File: src/rtl/apb_controller.sv
// APB-side sequencer of the AHB-to-APB bridge: one SETUP/ACCESS transfer per qualified
// AHB transfer, stretching the AHB data phase through hready_out. All outputs registered.
module apb_controller #(
  parameter int ADDR_W = 32,
  parameter int DATA_W = 32,
  parameter int NSLV   = 3
) (
  input  logic              hclk,
  input  logic              hreset,
  input  logic              valid,
  input  logic              hwrite,
  input  logic [ADDR_W-1:0] haddr,
  input  logic [DATA_W-1:0] hwdata,
  input  logic [NSLV-1:0]   tempselx,
  input  logic [DATA_W-1:0] prdata,
  input  logic              pready,
  output logic              hready_out,
  output logic [DATA_W-1:0] hrdata,
  output logic [NSLV-1:0]   pselx,
  output logic              penable,
  output logic              pwrite,
  output logic [ADDR_W-1:0] paddr,
  output logic [DATA_W-1:0] pwdata
);

  typedef enum logic [2:0] {IDLE, WWAIT, RSETUP, RACCESS, WSETUP, WACCESS} state_t;

  state_t            state, state_d;
  logic [ADDR_W-1:0] addr_q, addr_d, paddr_d;
  logic [NSLV-1:0]   sel_q, sel_d, pselx_d;
  logic [DATA_W-1:0] hrdata_d, pwdata_d;
  logic              hready_d, penable_d, pwrite_d;

  // Every output has a next-value term so the registers below hold by default.
  always_comb begin
    state_d   = state;
    addr_d    = addr_q;
    sel_d     = sel_q;
    hready_d  = hready_out;
    hrdata_d  = hrdata;
    pselx_d   = pselx;
    penable_d = penable;
    pwrite_d  = pwrite;
    paddr_d   = paddr;
    pwdata_d  = pwdata;
    case (state)
      IDLE: begin
        if (valid) begin
          addr_d   = haddr;
          sel_d    = tempselx;
          hready_d = 1'b0;
          if (hwrite) begin
            state_d = WWAIT;
          end else begin
            state_d  = RSETUP;
            paddr_d  = haddr;
            pselx_d  = tempselx;
            pwrite_d = 1'b0;
          end
        end
      end
      // Write data only arrives in the AHB data phase, so SETUP is deferred one cycle.
      WWAIT: begin
        pwdata_d = hwdata;
        paddr_d  = addr_q;
        pselx_d  = sel_q;
        pwrite_d = 1'b1;
        state_d  = WSETUP;
      end
      RSETUP: begin
        penable_d = 1'b1;
        state_d   = RACCESS;
      end
      WSETUP: begin
        penable_d = 1'b1;
        state_d   = WACCESS;
      end
      RACCESS, WACCESS: begin
        if (pready) begin
          pselx_d   = '0;
          penable_d = 1'b0;
          hready_d  = 1'b1;
          state_d   = IDLE;
          if (state == RACCESS) hrdata_d = prdata;
        end
      end
      default: state_d = IDLE;
    endcase
  end

  always_ff @(posedge hclk) begin
    if (hreset) begin
      state      <= IDLE;
      addr_q     <= '0;
      sel_q      <= '0;
      hready_out <= 1'b1;
      hrdata     <= '0;
      pselx      <= '0;
      penable    <= 1'b0;
      pwrite     <= 1'b0;
      paddr      <= '0;
      pwdata     <= '0;
    end else begin
      state      <= state_d;
      addr_q     <= addr_d;
      sel_q      <= sel_d;
      hready_out <= hready_d;
      hrdata     <= hrdata_d;
      pselx      <= pselx_d;
      penable    <= penable_d;
      pwrite     <= pwrite_d;
      paddr      <= paddr_d;
      pwdata     <= pwdata_d;
    end
  end

endmodule

File: config.mk
export PLATFORM = sky130hd
export DESIGN_NAME = apb_controller
export DESIGN_NICKNAME = d
export VERILOG_FILES = /design/src/rtl/apb_controller.sv
export SDC_FILE = /design/constraint.sdc
export NUM_CORES = 1
export LEC_CHECK = 0
export BUFFER_PORTS_ARGS = -buffer_cell sky130_fd_sc_hd__buf_2
export CORE_MARGIN = 3
export CORE_UTILIZATION = 48
export DETAILED_ROUTE_END_ITERATION = 7
export PLACE_DENSITY = 0.82
export SLEW_MARGIN = 40
export SYNTH_ARGS = -nofsm -noshare
export SYNTH_HDL_FRONTEND = slang
export SYNTH_SLANG_ARGS = --single-unit
File: constraint.sdc
create_clock -name hclk -period 2 [get_ports hclk]
set_clock_uncertainty 0.1 [all_clocks]
set_input_delay 0.3 -clock hclk [delete_from_list [all_inputs] [get_ports hclk]]
set_output_delay 0.3 -clock hclk [all_outputs]
set_load 0.005 [all_outputs]
### After elaboration in Yosys (flattened, before gate mapping)

Index checks and enable logic that the tools add are counted.

* register bits: 140
* output and inout port bits: 102
* word-level logic and storage cells: 50

* equal/unequal tests: 8
* multiplexer cells: 18
* reductions and logical operators: 14

Operator list (count)
* $mux 32: 2
* $pmux 32 s2: 1
* $pmux 3 s5: 1
* $mux 3: 4
* $pmux 3 s3: 1
* $reduce_and 3->1: 3
* $eq 3x2->1 const B: 2
* $eq 3x3->1 const B: 2
* $ne 2x2->1 const B: 3
* $pmux 1 s2: 3
* $reduce_and 2->1: 3
* $reduce_bool 2->1: 3
* $mux 1: 5
* $reduce_and 4->1: 1
* $reduce_or 2->1: 2
* $eq 3x1->1 const B: 1
* $logic_not 3->1: 1
* $reduce_bool 3->1: 1
* $mux 2: 1

### Logic depth before layout (Yosys ltp)

Gate-level depths: netlist (run 1).

* depth in word-level cells: 4
* mapped depth: 6
* mapped depth without buffers: 4

### Worst setup path before layout (run 1)

No wires, ideal clock.

* path type: register to register
* start point: register state[2]
* end point: register pselx[0]
* arrival time: 1168 ps
* data required time: 1769 ps
* slack: 601 ps
* cell stages (with the launch flop): 6
* period minus slack after synthesis: 1399 ps
* cells stage by stage: dfxtp_1 buf_2 nor4b_2 a221oi_2 a221oi_1 nor3_1

* cells in the longest elaborated chain, start to end: 4
* elaborated cells on any way between the ends: 11

Ends and longest elaborated chain
* start, declared: line 28 `state_t state, state_d;`
* start signal, assigned: line 104 `state <= state_d;`
* $eq 3x2->1 or $eq 3x3->1 (tied branches): line 46 `case (state)`
* $reduce_or 2->1: line 46
* $ne 2x2->1 (no line) or $reduce_bool 3->1 (tied branches)
* $reduce_and 4->1 (no line)
* end signal, assigned: line 109 `pselx <= pselx_d;`
* end, declared: line 19 `output logic [NSLV-1:0] pselx,`

Several ways; a longest one is shown, not always the timed one.
A chain may end at the register's enable or synchronous reset.

### Final worst setup path (run 1)

* start point: register state[2]
* end point: register pwdata[2]

* cells in the longest elaborated chain, start to end: 1

Ends and longest elaborated chain
* $eq 3x1->1: line 46
* end signal, assigned: line 113 `pwdata <= pwdata_d;`
* end, declared: line 23 `output logic [DATA_W-1:0] pwdata`

No other way between the ends.

==> results of run 1 <==
## worst reg2reg max path: cells and delay by family (launching register included)
| kind | cells | cell delay, ns |
|---|---|---|
| AO/OA/AOI/OAI | 1 | 0.19 |
| flip-flops | 1 | 0.66 |
| buffers and inverters | 1 | 0.30 |
| AND/OR/NAND/NOR | 3 | 0.45 |
## cell families after synthesis
| kind of cell | count (synthesis) | share of synthesized area |
|---|---|---|
| flip-flops | 140 | 0.535 |
| AO/OA/AOI/OAI | 177 | 0.193 |
| XOR/XNOR | 1 | 0.00167 |
| buffers and inverters | 52 | 0.0447 |
| AND/OR/NAND/NOR | 293 | 0.225 |
## power groups by stage
stage	clock, mW	combinational (mW)	sequential, mW
floorplan	0	0.785	3.27
global placement	0	1.32	3.27
detailed placement	0	1.34	3.28
CTS	3.24	1.50	3.22
global route	3.38	1.69	3.26
finish	3.21	1.52	3.23
## metrics by stage
| step | utilization | hold slack, ns |
|---|---|---|
| after floorplan | - | 0.336 |
| after global placement | 0.614 | 0.338 |
| after detailed placement | 0.614 | 0.343 |
| after CTS | 0.766 | 0.0395 |
| after global routing | 0.766 | 0.111 |
| final | 0.766 | 0.0596 |
## synth_stat cells (2+ instances only)
cell,instances,area (um2)
a221oi_1,3,26.3
nor2_1,38,143
buf_4,2,15.0
a21oi_1,133,666
nand2_1,237,890
dfxtp_1,140,2800
nor3_1,3,15.0
a211oi_1,32,240
buf_2,25,125
clkbuf_1,23,86.3
nor2b_1,3,18.8
## layer usage
| layer | vias up | share of wire | wire length, um |
|---|---|---|---|
| li1 | 2776 | - | - |
| met4 | 2 | 0.030 | 504 |
| met3 | 47 | 0.077 | 1290 |
| met5 | - | 0.00042 | 7 |
| met2 | 279 | 0.50 | 8350 |
| met1 | 2579 | 0.39 | 6580 |
## final timing paths
path                              endpoint  slack (ns)  cells past startpoint  startpoint
worst max-delay path             pwdata[2]        0.25                      5    state[2]
worst min-delay path               penable        0.06                      4      pready
worst max register to register   pwdata[2]        0.25                      5    state[2]
worst min register to register  pwdata[29]        0.35                      2  pwdata[29]
## state kept, by name, summed over array words and instances (netlist names)
name	count
addr_q	32
hrdata	32
hready_out	1
paddr	32
penable	1
pselx	3
pwdata	32
pwrite	1
sel_q	3
state	3
## layout make-up
| class | count | area, um2 | share of cell area |
|---|---|---|---|
| clock buffers | 19 | 432 | 0.0539 |
| clock inverters | 11 | 170 | 0.0212 |
| inverters | 1 | 3.75 | 0.000468 |
| multi-input cells | 471 | 2210 | 0.275 |
| flip-flops and latches | 140 | 2800 | 0.350 |
| well taps | 136 | 170 | 0.0212 |
| repair buffers | 322 | 2230 | 0.278 |
## layout by cell type (no fill, tap or decap), types with 2 or more instances in the layout
| master | synthesis | layout |
|---|---|---|
| bufinv_16 | 0 | 4 |
| buf_4 | 2 | 13 |
| buf_12 | 0 | 6 |
| a221oi_1 | 3 | 3 |
| nor3_1 | 3 | 3 |
| dlygate4sd3_1 | 0 | 99 |
| nor3_4 | 1 | 2 |
| nor2_1 | 38 | 38 |
| nor2b_1 | 3 | 3 |
| clkbuf_8 | 0 | 2 |
| clkinv_4 | 0 | 4 |
| a21oi_1 | 133 | 133 |
| nand2_1 | 237 | 236 |
| buf_2 | 25 | 204 |
| clkinv_2 | 0 | 3 |
| clkbuf_16 | 0 | 16 |
| dfxtp_1 | 140 | 140 |
| a211oi_1 | 32 | 32 |
## repair_timing
item,CTS,global route
hold endpoints to repair,131,0
hold buffers,99,0
resized for setup,0,0
setup endpoints to repair,0,0
==> results.cfg, run 1 <==
[sta]
fin_crit_sh = 0.877
setup_tns_ns = 0
report.final.setup_viol = 0
hold_violations = 0
slew_violations = 0
fin_ws_ns = 0.246
grt_setup_unrepaired = no
fin_crit_ns = 1.75
max_freq_mhz = 570
worst_pin_slew_ns = 0.597
relSlewSlack = 0.602

[yosys]
synthCells = 663
avgSynthCellArea_um2 = 7.90
ys_ff_latch = 140
synth_edf_count = 0
yosys_warnings = 0
async_flop_share = 0
synth_ff_type = dfxtp_1
yosysUniqueCellTypes = 35
syn-num-nets = 767
ys_seq_area_frac = 0.535
syn_area_um2 = 5240

[critical_path]
cp_max_fo = 28
startpoint_type = flop
slowest_stage = dfxtp_1
crit_chain = nor2_2, nand2_2, buf_4, nand2_1, a21oi_1
worstPathArrival_ns = 2.09
worstPathRequired_ns = 2.33
end_kind = flop
cp_num_buf_inv = 1
critical_path_class = reg -> reg
cpLargestDelayFamily = flip-flops
cpPeakStageDelay_ns = 0.66

[drt]
routedWlPerCell_um = 15.2
vias = 5683
route.detailed.drc = 0
vias_per_cell = 5.17
first_iter_violations = 402
ant_nets = 0
first_pass_iters = 5
wl_um = 16700

[layout]
area_growth_pct = 53.1
design_area_um2 = 8020
n_antenna_cell = 0
fillers = 770
finalNonFillerCells = 1100
fin_nets = 1057
drive_gt1_frac = 0.270

[pwr]
seq_power_share = 0.405
sw_frac_of_total = 0.271
pwr-share-clk = 0.403
p_sw_mw = 2.16
power_density_nw_per_um2 = 994
ir_worst_vdd_mv = 0.568
p_int_mw = 5.81
combPwrFrac = 0.191
power_mw = 7.96
p_leak_nw = 3.57

[clock_network]
htreeDepth = 4
path_clk_slew_ns = 0.06
cts_buffer_depth = 2
tritoncts = done
cts_buffers = 17
clkSinkCount = 140
root_buffer = clkbuf_8
insertion_delay_ns = 0.50
cts_setup_buffers = 0

[global_routing]
gr-usage-met1 = 0.314
grt_overflow = 0
met2_usage = 0.465
grt_use_met3 = 0.0795
grt_pass1_wl_um = 27300
grt_pass1_vias = 5659
antenna_found_initial = 1
grt_use_total = 0.270
busiest_layer = met2
grt_max_degree = 53

[placed_design]
post-place-ws_ns = 0.287
gp_congestion = 0.836
hpwl_um = 9500
dp_cells = 971
dpl-instance-area_um2 = 6420
io_buffers = 205

[floorplan]
die_w_um = 110
initial_utilization = 0.500
rows = 37
coreArea_um2 = 10500
ios = 206
die_h_um = 110
die-area_um2 = 12200

[hold_path]
hold_path_class = in -> reg

[run_status]
status = complete, no violations

[flow_run]
max-cap-violations = 0
Note: power is estimated with default switching activity, not from simulation.
==> run 2, diff against run 1 <==
Settings changed: CELL_PAD_IN_SITES_DETAIL_PLACEMENT from default to 0, CELL_PAD_IN_SITES_GLOBAL_PLACEMENT from default to 1, CORE_MARGIN 3 to 2, CORE_UTILIZATION 48 to 34, TNS_END_PERCENT from default to 50.
==> run 2 against run 1 <==
Cell count fell by 4.3%. Setup slack improved by 0.015 ns. Via count fell by 11%. Sequential share of layout area rose by 4.4 points. Final area fell by 11%. Clock-buffer cell count rose by 5. Critical path type unchanged. Non-clock buffer count fell by 101. Routed wire length fell by 12%. Global-route usage fell by 9.1 points. Highest routed layer is now met4. Total power fell by 2.6%.
==> results.cfg, run 2 (same netlist as run 1, synthesis figures left out) <==
[pwr]
power_mw = 7.76
p_leak_nw = 3.16
ir_worst_vdd_mv = 0.605
power_density_nw_per_um2 = 1090

[layout]
mostFrequentLayoutCell = nand2_1
n_antenna_cell = 0
layout_common_cells = nand2_1, buf_2, dfxtp_1
drive_gt1_frac = 0.299
area_growth_pct = 36.0
fin_nets = 956
design_area_um2 = 7120

[placed_design]
post-place-ws_ns = 0.245
dpl-instance-area_um2 = 6510
hpwl_um = 9770
io_buffers = 205
gp_congestion = 0.740

[floorplan]
die_w_um = 128
die_h_um = 128
initial_utilization = 0.346
ios = 206
die-area_um2 = 16400
coreArea_um2 = 15100
rows = 45

[critical_path]
cp_max_fo = 52
r2r-start = state[2]
startpoint_type = flop
r2r-end = paddr[30]
r2r_slack_ns = 0.26
worstPathArrival_ns = 1.96
worstPathRequired_ns = 2.22
critical_path_class = reg -> reg
crit_start = state[2]
reg2reg_depth = 5
crit_end = paddr[30]
end_kind = flop

[clock_network]
path_clk_slew_ns = 0.06
insertion_delay_ns = 0.41
cts_buffer_depth = 2
htreeDepth = 4
hold_buffers = 0
cts_setup_buffers = 0
post_cts_resized = 0
cts_buffers = 17
tritoncts = done
root_buffer = clkbuf_16
clkSinkCount = 140

[global_routing]
grt_use_met3 = 0.0601
grt_use_total = 0.179
antenna_found_initial = 1
grt_pass1_wl_um = 23400
grt_overflow = 0
busiest_layer = met2
grt_max_degree = 60
grt_pass1_vias = 4662
gr-usage-met1 = 0.225
met2_usage = 0.292

[sta]
fin_crit_ns = 1.74
fin_ws_ns = 0.261
worst_pin_slew_ns = 0.582
slew_violations = 0
report.final.setup_viol = 0
grt_setup_unrepaired = no
hold_violations = 0
setup_tns_ns = 0
whs_ns = 0.0205
max_freq_mhz = 575
relSlewSlack = 0.612
fin_crit_sh = 0.869

[drt]
wl_um = 14700
vias_per_cell = 4.79
vias = 5044
first_iter_violations = 244
routedWlPerCell_um = 13.9
ant_nets = 0
first_pass_iters = 4
route.detailed.drc = 0

[run_status]
status = complete, no violations

[hold_path]
hold_path_class = in -> reg

[flow_run]
max-cap-violations = 0
[run 2: layout make-up]
class	instances	area, um2
Fill cell	1563	8030
Sequential cell	140	2800
Multi-Input combinational cell	471	2210
Timing Repair Buffer	221	1260
Clock buffer	24	502
Tap cell	188	235
Clock inverter	8	106
Inverter	1	3.75
[run 2: worst min-delay path by stage]
stage,startpoint,to,slack [ns],cells after the start
finish,hwdata[15],pwdata[15],0.02,3
global route,hwdata[10],pwdata[10],0.02,3
CTS,hwdata[3],pwdata[3],0.005,3
detailed placement,hrdata[19],hrdata[19],0.34,2
global placement,hrdata[14],hrdata[14],0.34,2
floorplan,haddr[0],addr_q[0],0.34,2
[run 2: where the power goes]
group / leakage, nW / switching [mW] / total (mW) / internal [mW]
clock network: 0.293 / 1.16 / 3.17 / 2.01
logic: 1.72 / 0.786 / 1.37 / 0.581
registers: 1.14 / 0.159 / 3.22 / 3.07
total: 3.16 / 2.11 / 7.76 / 5.66
[run 2: through the flow]
stage	util	std cells
floorplan	-	663
global placement	0.430	1021
detailed placement	0.430	1021
CTS	0.470	1053
global route	0.470	1053
finish	0.470	1053
[run 2: worst max-delay path: stages, from the launching register on]
cell      delay (ns)
dfxtp_1         0.65
nor2_2          0.16
nand2_2         0.14
buf_12          0.25
nand2_1         0.09
a311oi_1        0.25
[run 2: per-layer routing]
metal,vias to the layer above,wire [um],part of all wire
met5,-,0,0
met4,0,161,0.011
met3,11,1160,0.079
met2,163,6730,0.46
met1,2293,6610,0.45
li1,2577,-,-
==> run 3, diff against run 2 <==
Settings changed: CORE_MARGIN 2 to 3.
==> run 3 against run 2 <==
Sequential share of layout area down 1.1 points. Largest power group is now the clock network. Critical path depth unchanged. Fmax up 5.4%. Combinational power up 3%. Non-clock buffer count up 13. Register-to-register slack better by 0.09 ns. Worst hold slack better by 0.0017 ns. Die area up 3.1%. First-iteration DRC count up 19%.
==> results.cfg, run 3 (same netlist as run 1, synthesis figures left out) <==
[run_status]
status = complete, no violations

[layout]
n_antenna_cell = 0
area_growth_pct = 39.9
drive_gt1_frac = 0.298
layout_common_cells = nand2_1, buf_2, dfxtp_1
finalNonFillerCells = 1062
fin_nets = 969
mostFrequentLayoutCell = nand2_1

[placed_design]
gp_congestion = 0.744
io_buffers = 205
dp_cells = 1018
hpwl_um = 9720

[sta]
max_freq_mhz = 606
slew_violations = 0
fin_crit_ns = 1.65
worst_pin_slew_ns = 0.476
hold_violations = 0
relSlewSlack = 0.682
grt_setup_unrepaired = no
report.final.setup_viol = 0
setup_tns_ns = 0
fin_crit_sh = 0.825

[critical_path]
startpoint_type = flop
worstPathArrival_ns = 1.87
worstPathRequired_ns = 2.22
cp_max_fo = 30
end_kind = flop
critical_path_class = reg -> reg

[pwr]
p_leak_nw = 3.26
power_density_nw_per_um2 = 1130
ir_worst_vdd_mv = 0.655
power_mw = 8.26

[drt]
first_iter_violations = 290
vias = 5059
routedWlPerCell_um = 14.2
ant_nets = 0
vias_per_cell = 4.76
wl_um = 15100
route.detailed.drc = 0
first_pass_iters = 4

[clock_network]
htreeDepth = 4
cts_buffer_depth = 2
root_buffer = clkbuf_16
cts_setup_buffers = 0
insertion_delay_ns = 0.41
path_clk_slew_ns = 0.06
cts_buffers = 17
tritoncts = done
clkSinkCount = 140

[global_routing]
grt_pass1_vias = 4943
grt_pass1_wl_um = 24200
grt_max_degree = 54
grt_overflow = 0
grt_use_total = 0.180
antenna_found_initial = 0

[floorplan]
die_w_um = 130
ios = 206
die-area_um2 = 16900
coreArea_um2 = 14800
initial_utilization = 0.353
rows = 44
die_h_um = 130

[flow_run]
max-cap-violations = 0

[hold_path]
hold_path_class = in -> reg
## run 3: layout make-up
class / count / area (um2)
Fill cell: 1476 / 7480
Multi-Input combinational cell: 471 / 2210
Timing Repair Buffer: 234 / 1390
Tap cell: 184 / 230
Sequential cell: 140 / 2800
Inverter: 1 / 3.75
Clock inverter: 11 / 211
Clock buffer: 21 / 480
## run 3: metal layers
| metal | routed length (um) | share of wire | track usage | vias up |
|---|---|---|---|---|
| li1 | - | - | - | 2612 |
| met5 | 0 | 0 | 0 | - |
| met2 | 7020 | 0.47 | 0.287 | 158 |
| met3 | 1210 | 0.080 | 0.0696 | 6 |
| met4 | 73 | 0.0048 | 0.0550 | 0 |
| met1 | 6770 | 0.45 | 0.226 | 2283 |
## run 3: power breakdown
part           internal, mW  leakage [nW]  switching [mW]  total [mW]
sequential             3.06          1.14           0.137        3.20
clock                  2.47         0.339            1.18        3.65
combinational         0.601          1.78           0.807        1.41
## run 3: final timing paths
path | startpoint | end | cells past startpoint | slack (ns)
worst max register to register | state[1] | paddr[22] | 5 | 0.35
worst min-delay path | prdata[13] | hrdata[13] | 3 | 0.02
worst max-delay path | state[1] | paddr[22] | 5 | 0.35
worst min register to register | hrdata[8] | hrdata[8] | 2 | 0.35
## run 3: per-stage QoR
stage | util | hold slack, ns | instance area, um2 | setup slack [ns]
finish | 0.495 | 0.0222 | 7320 | 0.351
global route | 0.495 | 0.00261 | 7320 | 0.211
CTS | 0.494 | 0.000478 | 7310 | 0.348
detailed placement | 0.440 | 0.343 | 6510 | 0.366
global placement | 0.440 | 0.339 | 6510 | 0.414
floorplan | - | 0.336 | 5240 | 0.601
## run 3: what timing repair did
item                      in CTS  in global routing
hold endpoints to repair      11                  1
gates resized for setup        0                  0
hold buffers                  11                  1
## run 3: worst max-delay path, cell delays in order, from the launching register on
cell and delay [ns]:
dfxtp_1 0.47, nor2_2 0.12, nand2_2 0.35, buf_12 0.24, nand2_1 0.07, a211oi_1 0.19
